`src/rtl/operand_stack.sv`:
```
// operand_stack: LIFO operand stack feeding the ALU; BINOP collapses NOS/TOS into the ALU result.
// Optional DUP/SWAP commands are enabled by defining OPSTACK_DUP_SWAP_EN.
module operand_stack #(
    parameter int DEPTH = 8,
    parameter int WIDTH = 8
) (
    input  logic                       clk,
    input  logic                       reset,
    input  logic                       cmd_valid,
    output logic                       cmd_ready,
    input  logic [2:0]                 cmd,
    input  logic [WIDTH-1:0]           push_data,
    output logic [WIDTH-1:0]           alu_a,
    output logic [WIDTH-1:0]           alu_b,
    input  logic [WIDTH-1:0]           alu_result,
    output logic [WIDTH-1:0]           tos,
    output logic [$clog2(DEPTH+1)-1:0] depth,
    output logic                       empty,
    output logic                       full,
    output logic [WIDTH-1:0]           pop_data,
    output logic                       pop_valid,
    output logic                       underflow,
    output logic                       overflow
);
    localparam int DW = $clog2(DEPTH + 1);
    localparam int AW = $clog2(DEPTH);

    localparam logic [2:0] CMD_NOP   = 3'b000;
    localparam logic [2:0] CMD_PUSH  = 3'b001;
    localparam logic [2:0] CMD_POP   = 3'b010;
    localparam logic [2:0] CMD_BINOP = 3'b011;
`ifdef OPSTACK_DUP_SWAP_EN
    localparam logic [2:0] CMD_DUP   = 3'b100;
    localparam logic [2:0] CMD_SWAP  = 3'b101;
`endif

    typedef enum logic [0:0] {
        ST_IDLE = 1'b0,
        ST_EXEC = 1'b1
    } state_t;

    state_t           state_r;
    state_t           state_s;
    logic [WIDTH-1:0] mem_r [DEPTH];
    logic [DW-1:0]    sp_r;
    logic [AW-1:0]    top_idx_s;
    logic [AW-1:0]    tos_idx_s;
    logic [AW-1:0]    nos_idx_s;
    logic             empty_s;
    logic             full_s;
    logic             sp_ge2_s;
    logic             accept_s;
    logic             do_push_s;
    logic             do_pop_s;
    logic             do_binop_s;
    logic             do_dup_s;
    logic             do_swap_s;
    logic             set_ovf_s;
    logic             set_udf_s;

    // Indices are only used when the corresponding entry exists, so truncation is safe.
    assign top_idx_s = AW'(sp_r);
    assign tos_idx_s = AW'(sp_r - DW'(1));
    assign nos_idx_s = AW'(sp_r - DW'(2));
    assign empty_s   = (sp_r == DW'(0));
    assign full_s    = (sp_r == DW'(DEPTH));
    assign sp_ge2_s  = (sp_r >= DW'(2));
    assign cmd_ready = (state_r == ST_IDLE);
    assign accept_s  = cmd_valid & cmd_ready;
    assign depth     = sp_r;
    assign empty     = empty_s;
    assign full      = full_s;

    // State register.
    always_ff @(posedge clk) begin
        if (reset) begin
            state_r <= ST_IDLE;
        end else begin
            state_r <= state_s;
        end
    end

    // Command decode, error classification and next-state.
    always_comb begin
        state_s    = state_r;
        do_push_s  = 1'b0;
        do_pop_s   = 1'b0;
        do_binop_s = 1'b0;
        do_dup_s   = 1'b0;
        do_swap_s  = 1'b0;
        set_ovf_s  = 1'b0;
        set_udf_s  = 1'b0;
        if (state_r == ST_EXEC) begin
            state_s = ST_IDLE;
        end else if (accept_s) begin
            case (cmd)
                CMD_NOP: begin
                    state_s = ST_IDLE;
                end
                CMD_PUSH: begin
                    if (full_s) set_ovf_s = 1'b1;
                    else        do_push_s = 1'b1;
                end
                CMD_POP: begin
                    if (empty_s) set_udf_s = 1'b1;
                    else         do_pop_s  = 1'b1;
                end
                CMD_BINOP: begin
                    if (!sp_ge2_s) begin
                        set_udf_s = 1'b1;
                    end else begin
                        do_binop_s = 1'b1;
                        state_s    = ST_EXEC;
                    end
                end
`ifdef OPSTACK_DUP_SWAP_EN
                CMD_DUP: begin
                    if (empty_s)     set_udf_s = 1'b1;
                    else if (full_s) set_ovf_s = 1'b1;
                    else             do_dup_s  = 1'b1;
                end
                CMD_SWAP: begin
                    if (!sp_ge2_s) set_udf_s = 1'b1;
                    else           do_swap_s = 1'b1;
                end
`endif
                default: begin
                    set_ovf_s = 1'b1;
                    set_udf_s = 1'b1;
                end
            endcase
        end else begin
            state_s = state_r;
        end
    end

    // Stack storage, pointer, ALU operand capture, pop port and sticky error flags.
    always_ff @(posedge clk) begin
        if (reset) begin
            sp_r      <= DW'(0);
            alu_a     <= {WIDTH{1'b0}};
            alu_b     <= {WIDTH{1'b0}};
            pop_data  <= {WIDTH{1'b0}};
            pop_valid <= 1'b0;
            overflow  <= 1'b0;
            underflow <= 1'b0;
            for (int i = 0; i < DEPTH; i++) begin
                mem_r[i] <= {WIDTH{1'b0}};
            end
        end else begin
            pop_valid <= 1'b0;
            if (set_ovf_s) overflow  <= 1'b1;
            if (set_udf_s) underflow <= 1'b1;
            // End of EXEC: the ALU result replaces NOS and TOS is dropped.
            if (state_r == ST_EXEC) begin
                mem_r[nos_idx_s] <= alu_result;
                sp_r             <= sp_r - DW'(1);
            end
            if (do_push_s) begin
                mem_r[top_idx_s] <= push_data;
                sp_r             <= sp_r + DW'(1);
            end
            if (do_pop_s) begin
                pop_data  <= mem_r[tos_idx_s];
                pop_valid <= 1'b1;
                sp_r      <= sp_r - DW'(1);
            end
            if (do_binop_s) begin
                alu_a <= mem_r[nos_idx_s];
                alu_b <= mem_r[tos_idx_s];
            end
            if (do_dup_s) begin
                mem_r[top_idx_s] <= mem_r[tos_idx_s];
                sp_r             <= sp_r + DW'(1);
            end
            if (do_swap_s) begin
                mem_r[tos_idx_s] <= mem_r[nos_idx_s];
                mem_r[nos_idx_s] <= mem_r[tos_idx_s];
            end
        end
    end

    // Top-of-stack view, forced to zero when empty.
    always_comb begin
        if (empty_s) begin
            tos = {WIDTH{1'b0}};
        end else begin
            tos = mem_r[tos_idx_s];
        end
    end

endmodule

```
`config.mk`:
```
export PLATFORM = sky130hd
export DESIGN_NAME = operand_stack
export DESIGN_NICKNAME = d
export VERILOG_FILES = /design/src/rtl/operand_stack.sv
export SDC_FILE = /design/constraint.sdc
export NUM_CORES = 1
export LEC_CHECK = 0
export ABC_AREA = 1
export BUFFER_PORTS_ARGS = -buffer_cell sky130_fd_sc_hd__buf_2
export CAP_MARGIN = 15
export CORE_MARGIN = 2
export CORE_UTILIZATION = 28
export CTS_CLUSTER_DIAMETER = 150
export DETAILED_ROUTE_END_ITERATION = 8
export PLACE_DENSITY = 0.5
export SYNTH_ARGS = -nofsm -noshare
export SYNTH_HDL_FRONTEND = slang
export SYNTH_SLANG_ARGS = --single-unit
```
`constraint.sdc`:
```
create_clock -name clk -period 3 [get_ports clk]
set_input_delay 0.3 -clock clk [delete_from_list [all_inputs] [get_ports clk]]
set_output_delay 0.3 -clock clk [all_outputs]
set_load 0.005 [all_outputs]
```
==> results of run 1 <==
==> cell families (layout without fill, tap and decap cells) <==
kind of cell,Yosys count,after routing,synth area share
AND/OR/NAND/NOR,244,244,0.228
AO/OA/AOI/OAI,153,153,0.176
flip-flops,96,96,0.511
buffers and inverters,73,129,0.0594
adder cells (fa/ha/maj),6,6,0.0150
XOR/XNOR,5,5,0.0102
==> state kept, by name (all words and copies together) (netlist names) <==
signal,cells
pop_valid,1
pop_data,8
underflow,1
overflow,1
alu_b,8
mem_r,64
depth,4
state_r,1
alu_a,8
==> path summary, 6_finish.rpt <==
path,start,to,cells past startpoint
setup / recovery,depth[1]$_SDFFE_PP0P_,tos[4],8
setup reg to reg,depth[1]$_SDFFE_PP0P_,mem_r[4][4]$_SDFFCE_PN0P_,8
hold / removal,reset,state_r$_SDFF_PP0_,2
hold reg to reg,alu_a[2]$_SDFFE_PP0P_,alu_a[2]$_SDFFE_PP0P_,2
==> cell usage after synthesis, types with 2 or more instances <==
library cell	number
buf_2	10
clkbuf_1	16
nand3_4	5
buf_1	2
nor2_1	105
o21ai_0	68
inv_1	35
ha_1	6
nand2_1	60
nor2_2	3
or2_1	8
nand3_2	4
a21oi_4	2
nor2_4	2
o211ai_1	24
nand4_1	5
xor2_1	2
edfxtp_1	64
o21ai_2	8
xnor2_1	2
nand3_1	45
clkinv_1	3
inv_2	5
nand2_2	3
a21oi_1	49
dfxtp_1	32
==> critical path: stages, from the launching register on <==
cell	delay, ns
dfxtp_1	0.34
clkinv_1	0.08
ha_1	0.24
xor2_2	0.56
inv_1	0.29
nand3_1	0.19
nand2_1	0.15
nor2_1	0.11
buf_2	0.12
==> power by group through the flow <==
stage	Clock (W)	Sequential, W	Combinational (W)
detailed placement	0	0.00150	0.000503
CTS	0.00126	0.00147	0.000504
finish	0.00124	0.00148	0.000508
global route	0.00131	0.00148	0.000558
global placement	0	0.00150	0.000495
floorplan	0	0.00150	0.000327
==> area by class of cell <==
| type | instances | area [um^2] |
|---|---|---|
| clock inverter | 6 | 91.3 |
| clock buffer | 9 | 225 |
| timing repair buffer | 71 | 375 |
| tap | 225 | 282 |
| sequential | 96 | 2560 |
| multi-input combinational | 408 | 2150 |
| fill | 1829 | 11600 |
| inverter | 43 | 161 |
==> layout by cell type (no fill, tap or decap), drive strengths merged, types with 2 or more instances in the layout <==
| master | instances |
|---|---|
| nor2 | 110 |
| o21ai | 77 |
| buf | 71 |
| edfxtp | 64 |
| nand2 | 64 |
| nand3 | 54 |
| a21oi | 51 |
| inv | 42 |
| dfxtp | 32 |
| o211ai | 24 |
| clkbuf | 9 |
| or2 | 8 |
| ha | 6 |
| nand4 | 5 |
| clkinv | 5 |
| xor2 | 3 |
| xnor2 | 2 |
| bufinv | 2 |
==> stage by stage <==
step / cell area (um^2) / hold slack, ns / utilization / instances
after floorplan: 5010 / 0.369 / - / 577
final: 5850 / 0.285 / 0.336 / 858
after global placement: 5530 / 0.460 / 0.318 / 843
after CTS: 5850 / 0.278 / 0.336 / 858
after detailed placement: 5530 / 0.457 / 0.318 / 843
after global routing: 5850 / 0.283 / 0.336 / 858
==> routing by layer <==
| metal | vias up | wire (um) |
|---|---|---|
| met5 | - | 0 |
| met4 | 0 | 265 |
| met3 | 18 | 1160 |
| met2 | 201 | 6300 |
| met1 | 2021 | 7100 |
| li1 | 2087 | - |
==> flow_metrics.py, run 1 <==
metrics = {
    "setup_path": {
        "cp_max_fo": 10,
        "critical_path_required_ns": 2.70,
        "start_kind": "flop",
        "regToRegSetupSlack_ns": 0.52,
        "criticalPathCategory": "flop to output port",
        "end_kind": "output port",
        "crit_arrival_ns": 2.44,
    },
    "drt": {
        "wirelength_um": 14800,
        "wl_per_cell_um": 17.3,
        "first_iter_violations": 434,
        "num_vias": 4327,
        "via_per_inst": 5.04,
        "drtPass1Iterations": 5,
        "ant_nets": 0,
        "drc": 0,
    },
    "cts": {
        "cts.sink_count": 96,
        "clock_latency_ns": 0.35,
        "cts_buffer_depth": 2,
        "root_buffer": "clkbuf_16",
        "cts_buffers": 9,
        "post_cts_buffers": 0,
        "cts_resized": 0,
        "cts_tree": "done",
        "htreeDepth": 3,
        "cts.clk_slew.worst_paths_ns": 0.07,
        "hold_buffers": 0,
    },
    "timing": {
        "fin_tns_setup_ns": 0,
        "setup_ws_ns": 0.261,
        "period_needed_ns": 2.74,
        "slew_headroom": 0.547,
        "fmax_ghz": 0.365,
        "worstMarginPinSlew_ns": 0.679,
        "hold_viol_final": 0,
        "fin_crit_sh": 0.913,
        "finalMaxSlewViolations": 0,
        "setup_viol": 0,
        "rsz0062_at_grt": "false",
        "fin_worst_skew_ns": 0.00787,
    },
    "placed_design": {
        "post-place-ws_ns": 0.542,
        "hpwlAfterDp_um": 11000,
        "io_buffers": 63,
        "routabilityCongestion": 0.877,
    },
    "grt": {
        "use_met2": 0.244,
        "grt-busiest-layer": "met2",
        "grt_pass1_wl_um": 22300,
        "grt_pass1_vias": 3851,
        "use_met1": 0.231,
        "grt_usage": 0.161,
        "grtUsageMet3": 0.0324,
        "antenna_found_initial": 0,
        "grt_max_degree": 71,
        "grt-ovfl-total": 0,
    },
    "logic_synthesis": {
        "synthFlopType": "edfxtp_1",
        "yosysTopAreaCellShare": 0.384,
        "ys_warn_count": 0,
        "synth_fp_nets": 605,
        "async_flop_share": 0,
        "netlist_instances": 577,
        "yosysTopAreaCell": "edfxtp_1",
        "synth_top_cells_by_area": "edfxtp_1, dfxtp_1, nor2_1",
        "yosysSeqAreaShare": 0.511,
        "synth.avg_cell_area_um2": 8.68,
        "synth-seq-cells": 96,
        "synth_area_mm2": 0.00501,
        "synth_edf_count": 64,
        "ys_types": 35,
    },
    "power_and_ir_drop": {
        "sequentialPowerShare": 0.458,
        "total_power_w": 0.00322,
        "vdd_drop_max_uv": 267,
        "netSwitchingFraction": 0.276,
        "p_comb_frac": 0.158,
        "p_switching_w": 0.000888,
        "p_per_area_mw_per_mm2": 551,
        "clockPowerShare": 0.384,
        "p_int_w": 0.00233,
        "p_leak_nw": 2.32,
    },
    "floorplan": {
        "row_count": 48,
        "die_h_um": 138,
        "initial_core_util": 0.288,
        "io_pins": 64,
        "fp.dieW_um": 138,
        "core_region_area_mm2": 0.0174,
        "die_area_mm2": 0.0190,
    },
    "cells_and_area": {
        "finalNetCount": 657,
        "insertedDiodeCount": 0,
        "drive_gt1_frac": 0.191,
        "syn_to_final_growth_pct": 16.7,
    },
    "outcome": {
        "status": "finished, final reports clean",
    },
    "min_path": {
        "hp-class": "input port to flop",
    },
    "run": {
        "maxCapViolCount": 0,
    },
}
Power figures use the tool's default switching activity.
==> run 2: changes to the inputs <==
--- a/config.mk
+++ b/config.mk
@@ -8,11 +8,13 @@
 export ABC_AREA = 1
 export BUFFER_PORTS_ARGS = -buffer_cell sky130_fd_sc_hd__buf_2
 export CAP_MARGIN = 15
+export CELL_PAD_IN_SITES_DETAIL_PLACEMENT = 1
+export CELL_PAD_IN_SITES_GLOBAL_PLACEMENT = 2
 export CORE_MARGIN = 2
 export CORE_UTILIZATION = 28
 export CTS_CLUSTER_DIAMETER = 150
 export DETAILED_ROUTE_END_ITERATION = 8
-export PLACE_DENSITY = 0.5
+export PLACE_DENSITY = 0.71
 export SYNTH_ARGS = -nofsm -noshare
 export SYNTH_HDL_FRONTEND = slang
 export SYNTH_SLANG_ARGS = --single-unit
==> run 2 against run 1 <==
  * Sequential cell count did not move
  * Clock power fell by 11%
  * Clock skew about the same
  * Critical path depth is the same
  * Critical endpoint is now tos[1]
  * Highest routed layer unchanged
==> flow_metrics.py, run 2 (same netlist as run 1, synthesis figures left out) <==
metrics = {
    "outcome": {
        "status": "finished, final reports clean",
    },
    "timing": {
        "setup_ws_ns": 0.407,
        "fin_worst_skew_ns": 0.00832,
        "fin_tns_setup_ns": 0,
        "fmax_ghz": 0.386,
        "finalMaxSlewViolations": 0,
        "fin_crit_sh": 0.864,
        "setup_viol": 0,
        "period_needed_ns": 2.59,
        "hold_viol_final": 0,
        "worstMarginPinSlew_ns": 0.701,
        "slew_headroom": 0.533,
        "timing.hold.ws_ns": 0.294,
        "rsz0062_at_grt": "false",
    },
    "cts": {
        "hold_buffers": 0,
        "post_cts_buffers": 0,
        "cts_tree": "done",
        "cts.clk_slew.worst_paths_ns": 0.07,
        "cts.sink_count": 96,
        "cts_buffer_depth": 2,
        "root_buffer": "clkbuf_16",
        "clock_latency_ns": 0.36,
        "cts_buffers": 9,
        "htreeDepth": 3,
    },
    "drt": {
        "num_vias": 4304,
        "first_iter_violations": 293,
        "drtPass1Iterations": 4,
        "drc": 0,
        "ant_nets": 0,
        "via_per_inst": 5.00,
        "wirelength_um": 16400,
        "wl_per_cell_um": 19.0,
    },
    "floorplan": {
        "initial_core_util": 0.288,
        "die_h_um": 138,
        "row_count": 48,
        "fp.dieW_um": 138,
        "io_pins": 64,
        "die_area_mm2": 0.0190,
        "core_region_area_mm2": 0.0174,
    },
    "setup_path": {
        "end_kind": "output port",
        "r2r-end": "mem_r[0][1]$_SDFFCE_PN0P_",
        "start_kind": "flop",
        "critical_path_required_ns": 2.70,
        "worstPathCellList": "clkinv_1, ha_1, xor2_4, inv_1, nand3_1, nand2_1, nor2_1, buf_2",
        "criticalPathCategory": "flop to output port",
        "crit_buf_inv": 3,
        "cp_max_fo": 10,
        "rr_worst_depth": 9,
        "crit_start": "depth[1]$_SDFFE_PP0P_",
        "cpPeakStageDelay_ns": 0.39,
        "regToRegSetupSlack_ns": 0.43,
        "crit_arrival_ns": 2.29,
        "rr_startpoint": "depth[1]$_SDFFE_PP0P_",
        "crit_end": "tos[1]",
        "crit_slowest_cell": "xor2_4",
        "path_delay_family": "simple AND/OR/NAND/NOR gates",
        "crit_cells": 8,
    },
    "placed_design": {
        "routabilityCongestion": 0.867,
        "post-place-ws_ns": 0.453,
        "place_area_mm2": 0.00555,
        "io_buffers": 63,
        "hpwlAfterDp_um": 12400,
    },
    "power_and_ir_drop": {
        "vdd_drop_max_uv": 271,
        "p_leak_nw": 2.31,
        "p_per_area_mw_per_mm2": 531,
        "total_power_w": 0.00310,
    },
    "grt": {
        "grt_max_degree": 71,
        "grt_usage": 0.182,
        "grt_pass1_vias": 4317,
        "grt-ovfl-total": 0,
        "grt_pass1_wl_um": 25200,
        "antenna_found_initial": 0,
    },
    "cells_and_area": {
        "layout_commonest_cell": "nor2_1",
        "insertedDiodeCount": 0,
        "drive_gt1_frac": 0.195,
        "largest_reg_flops": 64,
        "design_area_mm2": 0.00584,
        "finalNetCount": 659,
        "most-common-layout-cells": "nor2_1, o21ai_0, edfxtp_1",
        "syn_to_final_growth_pct": 16.6,
        "largest_register": "mem_r",
    },
    "min_path": {
        "hp-class": "input port to flop",
        "holdPathStages": 2,
    },
    "run": {
        "maxCapViolCount": 0,
    },
}
[run 2: how the worst min path moves through the flow]
stage                                startpoint                    end  slack [ns]
after global placement    alu_a[7]$_SDFFE_PP0P_  alu_a[7]$_SDFFE_PP0P_        0.46
after detailed placement  alu_a[7]$_SDFFE_PP0P_  alu_a[7]$_SDFFE_PP0P_        0.46
after CTS                                 reset     state_r$_SDFF_PP0_        0.29
after floorplan                           reset  overflow$_SDFFE_PP0P_        0.37
final                                     reset     state_r$_SDFF_PP0_        0.29
after global routing                      reset     state_r$_SDFF_PP0_        0.31
[run 2: power by group]
| group | switching, W | internal (W) | total, W |
|---|---|---|---|
| clock | 0.000531 | 0.000571 | 0.00110 |
| sequential | 0.0000269 | 0.00145 | 0.00148 |
| combinational | 0.000365 | 0.000154 | 0.000519 |
| total | 0.000923 | 0.00218 | 0.00310 |
[run 2: area by class of cell]
class / count / area [um^2]
repair buffers: 73 / 390
clock buffers: 9 / 225
clock inverters: 7 / 56.3
inverters: 43 / 161
well taps: 225 / 282
multi-input cells: 408 / 2160
fillers: 2102 / 11600
flip-flops and latches: 96 / 2560
[run 2: timing repair]
| item | CTS | global route |
|---|---|---|
| gates resized for setup | 0 | 1 |
| hold endpoints to repair | 0 | 0 |
| setup endpoints to repair | 0 | 1 |
[run 2: metal layers]
layer	vias to the layer above	track usage	share of wire
li1	2097	-	-
met1	2073	0.257	0.49
met2	108	0.275	0.43
met3	26	0.0254	0.050
met4	0	0.0879	0.032
met5	-	0	0
[run 2: through the flow]
stage / cells / util
after floorplan: 577 / -
after global placement: 845 / 0.318
after detailed placement: 845 / 0.318
after CTS: 861 / 0.335
after global routing: 861 / 0.335
final: 861 / 0.335
==> run 3: changes to the inputs <==
==> config.mk (replaced) <==
export PLATFORM = sky130hd
export DESIGN_NAME = operand_stack
export DESIGN_NICKNAME = d
export VERILOG_FILES = /design/src/rtl/operand_stack.sv
export SDC_FILE = /design/constraint.sdc
export NUM_CORES = 1
export LEC_CHECK = 0
export ABC_AREA = 0
export BUFFER_PORTS_ARGS = -buffer_cell sky130_fd_sc_hd__buf_2
export CAP_MARGIN = 15
export CELL_PAD_IN_SITES_DETAIL_PLACEMENT = 1
export CELL_PAD_IN_SITES_GLOBAL_PLACEMENT = 2
export CORE_MARGIN = 2
export CORE_UTILIZATION = 39
export CTS_CLUSTER_DIAMETER = 150
export DETAILED_ROUTE_END_ITERATION = 8
export PLACE_DENSITY = 0.84
export SYNTH_ARGS = -nofsm -noshare
export SYNTH_HDL_FRONTEND = slang
export SYNTH_SLANG_ARGS = --single-unit
==> run 3 against run 2 <==
  * Via count decreased by 14%
  * Sequential power about the same
  * Area after synthesis barely moved
  * Die area fell by 27%
  * Combinational power rose by 10%
  * Sequential share of layout area shrank 0.62 points
  * Critical path type unchanged
  * Fmax fell by 4.5%
  * Non-clock buffer count up 17
  * Setup slack got worse by 0.12 ns
  * Count of clock-buffer cells in the layout increased by 5
==> flow_metrics.py, run 3 <==
metrics = {
    "min_path": {
        "min_from": "cmd[1]",
        "hold_path_end": "pop_valid$_SDFF_PP0_",
        "hp-class": "input port to flop",
        "holdPathStages": 3,
    },
    "grt": {
        "grt-ovfl-total": 0,
        "grt_pass1_wl_um": 22500,
        "grt_pass1_vias": 3833,
        "grt_max_degree": 39,
        "grt_usage": 0.213,
        "antenna_found_initial": 0,
    },
    "cts": {
        "clock_latency_ns": 0.35,
        "root_buffer": "clkbuf_16",
        "cts_buffer_depth": 2,
        "cts.sink_count": 96,
        "cts_resized": 0,
        "htreeDepth": 3,
        "hold_buffers": 0,
        "post_cts_buffers": 0,
        "cts_buffers": 9,
        "cts_tree": "done",
        "cts.clk_slew.worst_paths_ns": 0.07,
    },
    "timing": {
        "fin_tns_setup_ns": 0,
        "timing.hold.ws_ns": 0.341,
        "hold_viol_final": 0,
        "fin_crit_sh": 0.905,
        "worstMarginPinSlew_ns": 0.810,
        "period_needed_ns": 2.72,
        "slew_headroom": 0.445,
        "setup_viol": 0,
        "rsz0062_at_grt": "false",
        "fin_worst_skew_ns": 0.00827,
        "fmax_ghz": 0.368,
        "finalMaxSlewViolations": 0,
    },
    "power_and_ir_drop": {
        "vdd_drop_max_uv": 273,
        "p_leak_nw": 2.25,
        "total_power_w": 0.00327,
        "p_per_area_mw_per_mm2": 552,
    },
    "setup_path": {
        "cp_max_fo": 16,
        "criticalPathCategory": "flop to output port",
        "crit_arrival_ns": 2.42,
        "regToRegSetupSlack_ns": 0.31,
        "r2r-end": "mem_r[2][6]$_SDFFCE_PN0P_",
        "start_kind": "flop",
        "cpPeakStageDelay_ns": 0.41,
        "rr_startpoint": "state_r$_SDFF_PP0_",
        "critical_path_required_ns": 2.70,
        "worstPathCellList": "inv_1, ha_1, buf_4, mux4_2, mux2_2, nor2b_1, buf_2",
        "rr_worst_depth": 5,
        "crit_slowest_cell": "ha_1",
        "end_kind": "output port",
    },
    "cells_and_area": {
        "fillers": 1339,
        "final_util": 0.471,
        "drive_gt1_frac": 0.326,
        "largest_register": "mem_r",
        "finalNetCount": 501,
        "insertedDiodeCount": 0,
        "syn_to_final_growth_pct": 18.3,
        "design_area_mm2": 0.00592,
        "most-common-layout-cells": "nor2_1, edfxtp_1, buf_2",
        "layout_commonest_cell": "nor2_1",
        "largest_reg_flops": 64,
    },
    "floorplan": {
        "die_area_mm2": 0.0138,
        "die_h_um": 117,
        "initial_core_util": 0.398,
        "io_pins": 64,
        "row_count": 41,
        "fp.dieW_um": 117,
        "core_region_area_mm2": 0.0126,
    },
    "drt": {
        "via_per_inst": 5.68,
        "num_vias": 3689,
        "drc": 0,
        "wirelength_um": 14300,
        "ant_nets": 0,
        "drtPass1Iterations": 4,
        "first_iter_violations": 272,
        "wl_per_cell_um": 22.0,
    },
    "logic_synthesis": {
        "synth-seq-cells": 96,
        "netlist_instances": 401,
        "synth_edf_count": 64,
        "synth_common_cells": "nor2_1, edfxtp_1, nor3_1",
        "yosysTopAreaCellShare": 0.384,
        "yosysTopAreaCell": "edfxtp_1",
        "ys_warn_count": 0,
        "yosysSeqAreaShare": 0.512,
        "synth.avg_cell_area_um2": 12.5,
        "ys_types": 52,
        "synth_top_cells_by_area": "edfxtp_1, mux4_2, dfxtp_1",
        "async_flop_share": 0,
        "synth_fp_nets": 429,
        "synth_area_mm2": 0.00501,
        "synth_most_common_cell": "nor2_1",
        "synthFlopType": "edfxtp_1",
    },
    "outcome": {
        "status": "finished, final reports clean",
    },
    "placed_design": {
        "routabilityCongestion": 0.860,
        "io_buffers": 63,
        "place_area_mm2": 0.00561,
        "hpwlAfterDp_um": 10400,
    },
    "run": {
        "maxCapViolCount": 0,
    },
}
## run 3: cell count changes after synthesis, sizes merged, moves of 9 or more
cell,previous run,this run
o21ai,77,3
nor3,1,42
nand3,54,6
nor2,110,66
nand2,64,3
mux2,0,9
inv,40,6
mux4,0,32
nor2b,0,11
a21oi,51,5
o211ai,24,3
mux2i,0,18
## run 3: cell families after synthesis
kind of cell,Yosys count,synth area share
mux,59,0.205
flops,96,0.512
simple gates,154,0.157
compound gates,48,0.0745
fa+ha+maj,6,0.0150
buf+inv,35,0.0310
xor+xnor,3,0.00525
## run 3: layer usage
layer | vias to the layer above | track usage | part of all wire
met5 | - | 0 | 0
met3 | 11 | 0.0399 | 0.060
met1 | 1870 | 0.285 | 0.43
li1 | 1682 | - | -
met2 | 126 | 0.358 | 0.50
met4 | 0 | 0.0542 | 0.012
## run 3: critical path, delay by kind of cell, from the launching register on
| kind | cells | cell delay, ns |
|---|---|---|
| fa+ha+maj | 1 | 0.41 |
| flops | 1 | 0.33 |
| mux | 2 | 0.68 |
| buf+inv | 3 | 0.51 |
| simple gates | 1 | 0.14 |
## run 3: through the flow
step	std cells	setup WS [ns]
floorplan	401	0.0899
global placement	634	0.483
detailed placement	634	0.380
CTS	650	0.259
global route	650	0.0743
finish	650	0.285
## run 3: how the worst max path moves through the flow
stage,endpoint,start
after floorplan,mem_r[0][0]$_SDFFCE_PN0P_,depth[0]$_SDFFE_PP0P_
after global placement,mem_r[4][2]$_SDFFCE_PN0P_,state_r$_SDFF_PP0_
after detailed placement,mem_r[2][1]$_SDFFCE_PN0P_,depth[0]$_SDFFE_PP0P_
after CTS,tos[3],depth[0]$_SDFFE_PP0P_
after global routing,mem_r[4][0]$_SDFFCE_PN0P_,state_r$_SDFF_PP0_
final,tos[3],depth[0]$_SDFFE_PP0P_
## run 3: final cells by class
type / instances / area [um^2] / share of cell area
inverters: 6 / 22.5 / 0.00380
clock buffers: 14 / 297 / 0.0501
flip-flops and latches: 96 / 2560 / 0.433
clock inverters: 2 / 17.5 / 0.00296
multi-input cells: 270 / 2290 / 0.387
repair buffers: 90 / 518 / 0.0875
well taps: 172 / 215 / 0.0363
## run 3: power by group
group | internal, W | total [W] | switching [W]
logic | 0.000251 | 0.000573 | 0.000323
clock network | 0.000694 | 0.00120 | 0.000509
registers | 0.00145 | 0.00149 | 0.0000370
